**src/rtl/sum_pkg.sv**
```systemverilog
// Shared types and widths for the sum-every-3 datapath.
package sum_pkg;

   localparam int unsigned DW = 12;
   localparam int unsigned CW = 16;

   typedef logic [DW-1:0] sum_t;

endpackage

```
**src/rtl/sat_counter.sv**
```systemverilog
// Saturating up-counter; a clear coinciding with an increment restarts at 1.
module sat_counter #(
   parameter int unsigned W = 16
) (
   input  logic         clk,
   input  logic         rst,
   input  logic         inc,
   input  logic         clr,
   output logic [W-1:0] q
);

   always_ff @(posedge clk or posedge rst) begin
      if (rst) begin
         q <= '0;
      end else if (clr) begin
         q <= inc ? W'(1) : '0;
      end else if (inc && (q != {W{1'b1}})) begin
         q <= q + W'(1);
      end
   end

endmodule

```
**src/rtl/sum_drain_fifo.sv**
```systemverilog
// Buffers summer output in a first-word-fall-through FIFO; overflowing sums are dropped and counted.
module sum_drain_fifo #(
   parameter int unsigned DW    = sum_pkg::DW,
   parameter int unsigned DEPTH = 4,
   parameter int unsigned CW    = sum_pkg::CW
) (
   input  logic                       clk,
   input  logic                       rst,
   input  logic                       i_dval,
   input  logic [DW-1:0]              i,
   output logic                       o_valid,
   input  logic                       o_ready,
   output logic [DW-1:0]              o,
   output logic [$clog2(DEPTH+1)-1:0] o_count,
   output logic                       ovf,
   output logic [CW-1:0]              drop_cnt,
   input  logic                       clr
);

   import sum_pkg::*;

   localparam int unsigned AW  = $clog2(DEPTH);
   localparam int unsigned CNW = $clog2(DEPTH+1);

   logic [DW-1:0] mem [DEPTH];
   logic [AW-1:0] wr_ptr;
   logic [AW-1:0] rd_ptr;
   logic          pop;
   logic          push;
   logic          drop;

   // A pop in the same cycle frees a slot, so a full FIFO still accepts.
   always_comb begin
      pop  = o_valid & o_ready;
      push = i_dval & ((o_count < CNW'(DEPTH)) | pop);
      drop = i_dval & ~push;
   end

   always_ff @(posedge clk or posedge rst) begin
      if (rst) begin
         wr_ptr  <= '0;
         rd_ptr  <= '0;
         o_count <= '0;
      end else begin
         if (push) wr_ptr <= wr_ptr + AW'(1);
         if (pop)  rd_ptr <= rd_ptr + AW'(1);
         o_count <= o_count + CNW'(push) - CNW'(pop);
      end
   end

   // Storage needs no reset; occupancy gates visibility.
   always_ff @(posedge clk) begin
      if (push) mem[wr_ptr] <= i;
   end

   always_comb begin
      o_valid = (o_count != '0);
      o       = o_valid ? mem[rd_ptr] : '0;
   end

   // Drop wins over clear so a loss in the clearing cycle is never hidden.
   always_ff @(posedge clk or posedge rst) begin
      if (rst) begin
         ovf <= 1'b0;
      end else if (drop) begin
         ovf <= 1'b1;
      end else if (clr) begin
         ovf <= 1'b0;
      end
   end

   sat_counter #(.W(CW)) u_drop_cnt (
      .clk (clk),
      .rst (rst),
      .inc (drop),
      .clr (clr),
      .q   (drop_cnt)
   );

endmodule
```
**config.mk**
```make
export PLATFORM = sky130hd
export DESIGN_NAME = sum_drain_fifo
export DESIGN_NICKNAME = d
export VERILOG_FILES = /design/src/rtl/sum_pkg.sv /design/src/rtl/sat_counter.sv /design/src/rtl/sum_drain_fifo.sv
export SDC_FILE = /design/constraint.sdc
export NUM_CORES = 1
export LEC_CHECK = 0
export CAP_MARGIN = 20
export CORE_ASPECT_RATIO = 0.7
export CORE_MARGIN = 4
export CORE_UTILIZATION = 50
export DETAILED_ROUTE_END_ITERATION = 7
export GPL_TIMING_DRIVEN = 0
export MAX_ROUTING_LAYER = met4
export PLACE_DENSITY = 0.75
export SYNTH_ARGS = -nofsm -noshare
export SYNTH_HDL_FRONTEND = slang
export SYNTH_SLANG_ARGS = --single-unit
```
**constraint.sdc**
```tcl
create_clock -name clk -period 6.45 [get_ports clk]
set_input_delay 0.645 -clock clk [delete_from_list [all_inputs] [get_ports clk]]
set_output_delay 0.645 -clock clk [all_outputs]
set_load 0.02 [all_outputs]
```
Yosys cells after proc, flatten, opt, wreduce, memory -nomap -nowiden. Memory sizes are Yosys's and may differ from the RTL's. Cells that the tools add are included.

Add/sub/neg operators: 5. Order comparisons: 1. Equal/unequal tests: 1. Multiplexer cells: 8. Bitwise logic cells: 5. Reduce and logical (&&, ||, !) cells: 4.

Operator list (count): $mux W16 (2); $add A16 B1 Y16 const B (1); $ne A16 B16 Y1 const B (1); $mux W12 (1); $mux W1 (5); $add A2 B1 Y2 const B (2); $reduce_bool A2 Y1 (2); $add A3 B1 Y3 (1); $and A1 B1 Y1 (3); $lt A3 B3 Y1 const B (1); $reduce_bool A3 Y1 (1); $sub A3 B1 Y3 (1); $logic_and A1 B1 Y1 (1); $not A1 Y1 (1); $or A1 B1 Y1 (1).

Bits in registers: 24. Bits in writable memories: 48. Input port bits: 17. Output and inout bits: 33. Logic and storage cells: 30. Memories: 1.

Memory list: mem (depth 4, width 12, rd ports 1, clocked after memory_dff 0, wr ports 1, line sum_drain_fifo.sv:25) `logic [DW-1:0] mem [DEPTH];`.

Longest topological paths before layout.
Word-level depth: 9. Mapped depth: 9. Gate-level depth less buffers: 9.

By module. Synthesis repeated with hierarchy kept, for this count alone.

Cells, all modules: 214. Area, all modules: 3214.3 um^2.

By module, submodules not included: sum_drain_fifo (times used 1, cells each 118, area each 2289.7 um^2, seq. area each 1641.6 um^2); sat_counter (times used 1, cells each 96, area each 924.6 um^2, seq. area each 400.4 um^2).

Worst setup path before layout. No wires, ideal clock.

Kind: reg-to-reg. Start point: register o_count[2]. End point: register o_count[2]. Library setup time: 0.131 ns. Data arrival time: 2.229 ns. Data required time: 6.319 ns. Slack: 4.090 ns. Stages on the path, launching flop included: 9. Path buffers: 0. Clock period less this slack: 2.360 ns. Cell sequence: dfrtp_1 or3_1 and2_1 ha_1 inv_1 ha_1 fa_1 xor2_1 xnor2_1.

Cells in the longest elaborated chain, start to end: 6. Elaborated cells between the ends (all ways): 7. Classes of those cells: add/sub (2); order compare (1); bitwise (3); reduce/logical (1).

RTL lines: start: declaration (line sum_drain_fifo.sv:14) `output logic [$clog2(DEPTH+1)-1:0] o_count,`; start signal: assignment (line sum_drain_fifo.sv:47) `o_count <= o_count + CNW'(push) - CNW'(pop);`; $reduce_bool A3 Y1 (*) (line sum_drain_fifo.sv:57) `o_valid = (o_count != '0);`; $and A1 B1 Y1 (*) (line sum_drain_fifo.sv:34) `pop = o_valid & o_ready;`; net pop (line sum_drain_fifo.sv:28) `logic pop;`; $or A1 B1 Y1 (line sum_drain_fifo.sv:35) `push = i_dval & ((o_count < CNW'(DEPTH)) | pop);`; $and A1 B1 Y1 (line sum_drain_fifo.sv:35); $add A3 B1 Y3 (line sum_drain_fifo.sv:47); $sub A3 B1 Y3 (*) (line sum_drain_fifo.sv:47).

The timed path passes the listed nets; every way through them passes the cells marked *. A chain may end at the register's enable or synchronous reset.

Final worst setup path.
Start point: register rd_ptr[0]. End point: output o[10].

Cells in the longest elaborated chain, start to end: 2.

RTL lines: start: declaration (line sum_drain_fifo.sv:27) `logic [AW-1:0] rd_ptr;`; start signal: assignment (line sum_drain_fifo.sv:46) `if (pop) rd_ptr <= rd_ptr + AW'(1);`; $mem_v2 Z4 W12; $mux W12 (line sum_drain_fifo.sv:58) `o = o_valid ? mem[rd_ptr] : '0;`; end: declaration (line sum_drain_fifo.sv:13) `output logic [DW-1:0] o,`.

Every way passes these cells.

==> flow_summary.json <==
{
  "nNetsFinal": 294,
  "num_vias": 1979,
  "critical_path.max_stage_delay_ps": 550,
  "r2r-end": "o_count[2]",
  "core_area_sq_um": 6216,
  "synth_fa_ha_area_frac": 0.03379,
  "antenna_cells": 0,
  "synth_compound_gate_area_share": 0.06483,
  "placed_cells": 336,
  "core_rows": 24,
  "path_cells": "buf_2 > buf_2 > mux4_2 > and2_1 > clkdlybuf4s50_1",
  "type_of_the_tightest_min_delay_check": "flop to flop",
  "power_density_nw_per_um2": 392.2,
  "tritoncts_clock_tree": "yes",
  "clkLatencyLatePin_ps": 330,
  "critical_path_cell_count": 5,
  "post_synth_mux_area_share": 0.08487,
  "ys_seq_elements": 72,
  "routed_wl_microns": 6260,
  "yosys-top-cells-area": "sky130_fd_sc_hd__edfxtp_1 (45%), sky130_fd_sc_hd__dfrtp_1 (19%), sky130_fd_sc_hd__mux4_2 (8.5%), sky130_fd_sc_hd__and2_1 (2.8%), sky130_fd_sc_hd__ha_1 (2.8%)",
  "timing.rr.start": "o_count[2]",
  "initial_utilization": 0.5123,
  "grt_max_degree": 25,
  "required_time_of_the_worst_setup_path_ps": 5800,
  "route.detailed.wl_per_inst_microns": 17.78,
  "rsz0062_at_grt": "no",
  "setup_tns_final_ps": 0,
  "placement.io_buffers": 48,
  "worst_r2r_path_depth": 8,
  "syn2layout_area_growth_pct": 24.79,
  "synth_top_family_by_area": "simple AND/OR/NAND/NOR gates",
  "first_iter_violations": 111,
  "run_status": "complete, no violations",
  "avgSynthCellArea_sq_um": 15.16,
  "layout.cells.most_common_list": "sky130_fd_sc_hd__clkdlybuf4s50_1 (48), sky130_fd_sc_hd__edfxtp_1 (48), sky130_fd_sc_hd__dfrtp_1 (24)",
  "drive_gt1_frac": 0.1533,
  "crit_slowest_cell": "sky130_fd_sc_hd__mux4_2",
  "synth_largest_area_cell": "sky130_fd_sc_hd__edfxtp_1",
  "timing_worst_setup_path_type": "flop to output pin",
  "fp.dieW_microns": 103.4,
  "cts.hold.buffers_added": 0,
  "critical_path_arrival_ps": 2450,
  "maxCapViolations": 0,
  "fin_crit_sh": 0.4796,
  "detail_route.first_pass.iterations": 5,
  "clock_skew_ps": 4.955,
  "root_buffer_master": "sky130_fd_sc_hd__clkbuf_8",
  "synth_cell_types": 42,
  "slew_headroom": 0.3610,
  "syn-num-nets": 235,
  "grt_antenna_before_repair": 0,
  "grt_overflow": 0,
  "cpMostUsedCell": "sky130_fd_sc_hd__buf_2",
  "drc_errors": 0,
  "met3_wirelength_microns": 396,
  "power.ir.vdd_worst_v": 0.0002624,
  "synth_area_sq_um": 3184,
  "tritoncts.num_buffers": 9,
  "die_y_microns": 74.77,
  "die_area_sq_um": 7730,
  "vias_per_std_cell": 5.622,
  "clkTransAtPathRegs_ps": 70,
  "cts_buffer_depth": 2,
  "final.fill_count": 458,
  "postSynthCellCount": 210,
  "met1_length_microns": 2874,
  "met2_wirelength_microns": 2912,
  "yosysSeqAreaShare": 0.6413,
  "post_synth_xor_area_fraction": 0.01650,
  "crit_fanout": 10,
  "pin_count": 50,
  "cts-htree-levels": 3,
  "cp_top_family": "buffers and inverters",
  "grt_usage": 0.1817,
  "worstPathBufferInverterCount": 3,
  "post_layout_nonfiller_instances": 352,
  "p_leak_nw": 1.459,
  "synth_top_area_frac": 0.4527,
  "grt_first_pass_wirelength_microns": 10050,
  "highest_layer": "met4",
  "max_freq_ghz": 0.3232,
  "number_of_slew_limit_violations_in_the_final_report": 0,
  "finalWeightedCongestion": 0.8752,
  "final_ant_viol_nets": 0,
  "totalPowerFinal_mw": 1.558,
  "hold_path_stages": 1,
  "cts_post_setup_buffers_inserted": 0,
  "crit_path_end_kind": "output pin",
  "worstHoldStart": "ovf",
  "synth_simple_gate_area_share": 0.1356,
  "hold_path_end": "ovf",
  "yosysWarningCount": 0,
  "hold_viol": 0,
  "tightest_slew_ps": 957.5,
  "report.final.setup_viol": 0,
  "hpwl_microns": 4435,
  "finalWorstPathRequiredPeriod_ps": 3094,
  "grt_pass1_vias": 1993,
  "post_cts_resize_count": 0,
  "clock_sinks": 72,
  "timing.critical_path.from_type": "flop",
  "setup.reg_to_reg.worst_slack_ps": 3970
}
[routing by layer]
layer  vias to the layer above  global-route usage
li1                        937                   -
met1                       972              0.2523
met2                        62              0.2655
met3                         8             0.04074
met4                         0             0.06609
met5                         -                   -
[where the power goes]
part	internal, mW	total [mW]	switching, mW
clock network	0.216	0.374	0.158
registers	0.578	0.616	0.0380
logic	0.285	0.568	0.283
[registers in the layout (all words and copies together), names as in the netlist]
signal and flops:
mem 48, u_drop_cnt.q 16, o_count 3, rd_ptr 2, wr_ptr 2, ovf 1
[through the flow]
step                instance area, sq um    util  setup WS, ps  hold slack, ps
global route                        3974  0.6393          3198           511.6
global placement                    3762  0.6053          3593           471.7
floorplan                           3184       -          4090           579.6
detailed placement                  3762  0.6053          3569           472.8
finish                              3974  0.6393          3356           484.6
CTS                                 3974  0.6393          3302           489.0
[synth_stat cells (all sizes together)]
library cell	n
o31a	1
a21o	1
nand4	5
fa	1
a21oi	11
nand3b	2
and3b	1
and3	7
nor4	1
xnor2	3
nand2	10
or2b	1
nor3	3
nor2	2
o41ai	4
or4	5
o31ai	4
mux4	12
o21ai	6
buf	6
dfrtp	24
and2	14
ha	7
or2	1
inv	8
nand3	6
edfxtp	48
o211ai	3
and4	2
xor2	3
o311ai	1
clkbuf	2
or3	4
o2111ai	1
[how the worst max path moves through the flow]
stage            endpoint  startpoint
2_1_floorplan  o_count[2]  o_count[2]
3_3_place_gp   o_count[2]     o_ready
3_5_place_dp   o_count[2]     o_ready
4_1_cts             o[10]   rd_ptr[0]
5_1_grt             o[10]   rd_ptr[0]
6_report            o[10]   rd_ptr[0]
[logic make-up (layout without fill, tap and decap cells)]
group           count (synthesis)  in the layout
simple gates                   64             64
mux                            12             12
fa+ha+maj                       8              8
xor+xnor                        6              6
buf+inv                        16             80
compound gates                 32             32
flops                          72             72
[worst reg2reg max path, cell delays in order (launching register included)]
cell and delay, ps:
sky130_fd_sc_hd__dfrtp_1 450, sky130_fd_sc_hd__or3_1 480, sky130_fd_sc_hd__and2_1 240, sky130_fd_sc_hd__ha_1 280, sky130_fd_sc_hd__inv_1 40, sky130_fd_sc_hd__ha_1 190
sky130_fd_sc_hd__fa_1 400, sky130_fd_sc_hd__xor2_1 170, sky130_fd_sc_hd__xnor2_1 120
[cell type report]
class,instances,area [sq um],area share
Clock buffer,10,127.6,0.03212
Timing Repair Buffer,48,480.5,0.1209
Clock inverter,6,83.83,0.02110
Multi-Input combinational cell,122,1069,0.2689
Tap cell,78,97.59,0.02456
Sequential cell,72,2042,0.5139
Buffer,8,43.79,0.01102
Inverter,8,30.03,0.007557
Power figures use the tool's default switching activity.
==> RTL change, RTL diff (same flow settings) <==
`CW`: 16 -> 32.
--- a/src/rtl/sum_pkg.sv
+++ b/src/rtl/sum_pkg.sv
@@ -3,5 +3,5 @@
 
    localparam int unsigned DW = 12;
-   localparam int unsigned CW = 16;
+   localparam int unsigned CW = 32;
 
    typedef logic [DW-1:0] sum_t;
Interface: changed (resized drop_cnt); port bits go from 50 to 66. No check against the original RTL was run, so the function may have changed too.
==> RTL change against the unedited design <==
  * Synthesized area up 28%
  * Cell count up 42%
  * Cell area up 29%
  * Sequential cell count up 16
  * Critical path type unchanged
  * Clock power up 34%
  * Count of clock-buffer cells in the layout unchanged
  * Setup slack worse by 0.20 ns
  * Combinational power up 2%
  * First-iteration DRC count up 100%
  * Sequential power up 17%
  * Power up 16%
  * Routed wire length up 47%
  * Register-to-register slack about the same
==> RTL change: results (changes against the unedited design) <==
- Status: finished clean (unchanged)
- Adder-cell share of the synthesized area: 2.64% (was 3.38%)
- Clock Sinks: 88 (was 72)
- Crit. Startpoint: rd_ptr[0] (unchanged)
- Largest cells by area after synthesis: edfxtp_1, dfrtp_1, mux4_2 (unchanged)
- Area of the multi-input gates: 1540 um^2 (was 1070 um^2)
- NumNets Final: 420 (was 294)
- GRT Resource Usage Total: 20.9% (was 18.2%)
- Clock-cell share: 5.59% (was 5.32%)
- Max reg flops: 48 (unchanged)
- Avg Vias per Cell: 5.86 (was 5.62)
- Cell count after placement: 485 (was 336)
- Fraction of layout cells with a size suffix above 1: 9.00% (was 15.3%)
- Reg-to-reg slack, setup: 3.96 ns (was 3.97 ns)
- Largest net degree at the start of global routing: 41 (was 25)
- LEAKAGE: 1.82 nW (was 1.46 nW)
- R2r endpoint: u_drop_cnt.q[29] (was o_count[2])
- Reg clk slew, reported paths: 0.06 ns
- Setup crit end: o[8] (was o[10])
- Crit path max fanout: 10 (unchanged)
- Initial antenna violation count: 0 (unchanged)
- Clk_lat worst skew: approximately 0.34 ns
- Number of setup buffers added after CTS: 0 (unchanged)
- Syn Inst Count: 319 (was 210)
- Type of the most critical hold path: flip-flop to flip-flop (unchanged)
- Global-route wire length before repair: 15.0 mm (was 10.0 mm)
- Non-clock buffering overhead: 13.7% (was 13.2%)
- Antenna Cells: 0 (unchanged)
- Non-CTS buffers: 77 (was 56)
- Final worst setup slack: 3.15 ns (was 3.36 ns)
- Non-CTS inverters: 11 (was 8)
- Post-synth ARST share: 45.5% (was 33.3%)
- Root buf cell: clkbuf_16 (was clkbuf_8)
- Detailed-placement wirelength estimate: 6.40 mm (was 4.44 mm)
- Slew margin rel.: 42.4% (was 36.1%)
- WP data arrival: 2.65 ns (was 2.45 ns)
- DR iter-0 viols: 226 (was 111)
- Via count of the first global-routing pass: 2844 (was 1993)
- Compound-Gate Fraction of Synth Area: 7.94% (was 6.48%)
- Worst R2R Path Depth: 6 (was 8)
- RePlAce Congestion: 0.870 (was 0.875)
- VDD IR-drop max: 224 uV (was 262 uV)
- Seq area share: 47.5% (was 51.4%)
- R2R Path Start: u_drop_cnt.q[0] (was o_count[2])
- Sequential area share after synthesis: 59.9% (was 64.1%)
- Clk_skew: 0.00639 ns (was 0.00495 ns)
- XOR/XNOR share of the synthesized area: 2.58% (was 1.65%)
- Most used DFF post-synth: edfxtp_1 (unchanged)
- Worst slack, placed: 3.48 ns (was 3.57 ns)
- Distinct cells, synth: 44 (was 42)
- Wire per inst: 18.4 um (was 17.8 um)
- Mux contribution to synthesized area: 6.87% (was 8.49%)
- Multi-input gates: 208 (was 122)
- Syn_nets: 344 (was 235)
- Total Wirelength: 9.23 mm (was 6.26 mm)
- # fillers: 635 (was 458)
- Largest regs: mem x48, u_drop_cnt.q x32, o_count x3 (was mem x48, u_drop_cnt.q x16, o_count x3)
- Number of port buffers: 65 (was 48)
- Synth top cells by count: edfxtp_1, dfrtp_1, a21oi_1, nand2_1 (was edfxtp_1, dfrtp_1, and2_1, mux4_2, a21oi_1)
## RTL change: cell count changes after synthesis, sizes merged, moves of 9 or more
| cell | delta |
|---|---|
| o21ai | +9 |
| a21oi | +11 |
| dfrtp | +16 |
| or3 | +11 |
| nor2 | +10 |
| nand4 | +11 |
## RTL change: metrics by stage
step / cell area [um^2] / utilization [%]
after global placement: 4860 / 61.4
after floorplan: 4080 / -
after detailed placement: 4860 / 61.4
after global routing: 5140 / 65.1
final: 5140 / 65.1
after CTS: 5140 / 65.1
## RTL change: per-layer routing
layer  vias up  global-route usage [%]  wire length, um
li1       1380                       -                -
met1      1459                    29.3             4430
met2        89                    31.5             4280
met3         7                    5.29              445
met4         0                    3.79               78
met5         -                       -                0
## RTL change: how the worst min path moves through the flow
stage                     cells past startpoint       from  slack, ns   endpoint
after global routing                          1        ovf       0.53        ovf
final                                         1        ovf       0.50        ovf
after global placement                        1        ovf       0.48        ovf
after CTS                                     1        ovf       0.50        ovf
after detailed placement                      1        ovf       0.49        ovf
after floorplan                               2  wr_ptr[1]       0.58  wr_ptr[1]
## RTL change: critical path: stages, from the launching register on
cell             delay (ns)
dfrtp_1                0.32
clkbuf_1               0.31
buf_2                  0.42
mux4_2                 0.56
and2_1                 0.17
clkdlybuf4s50_1        0.54
## RTL change: cell families after synthesis
group                    after synthesis
AND/OR/NAND/NOR                      122
flip-flops                            88
AO/OA/AOI/OAI                         53
buffers and inverters                 23
multiplexers                          13
XOR/XNOR                              12
adder cells (fa/ha/maj)                8
## RTL change: where the power goes
part	total (W)	internal, W	switching, W
clock network	0.000503	0.000298	0.000205
registers	0.000721	0.000679	0.0000420
logic	0.000579	0.000286	0.000293
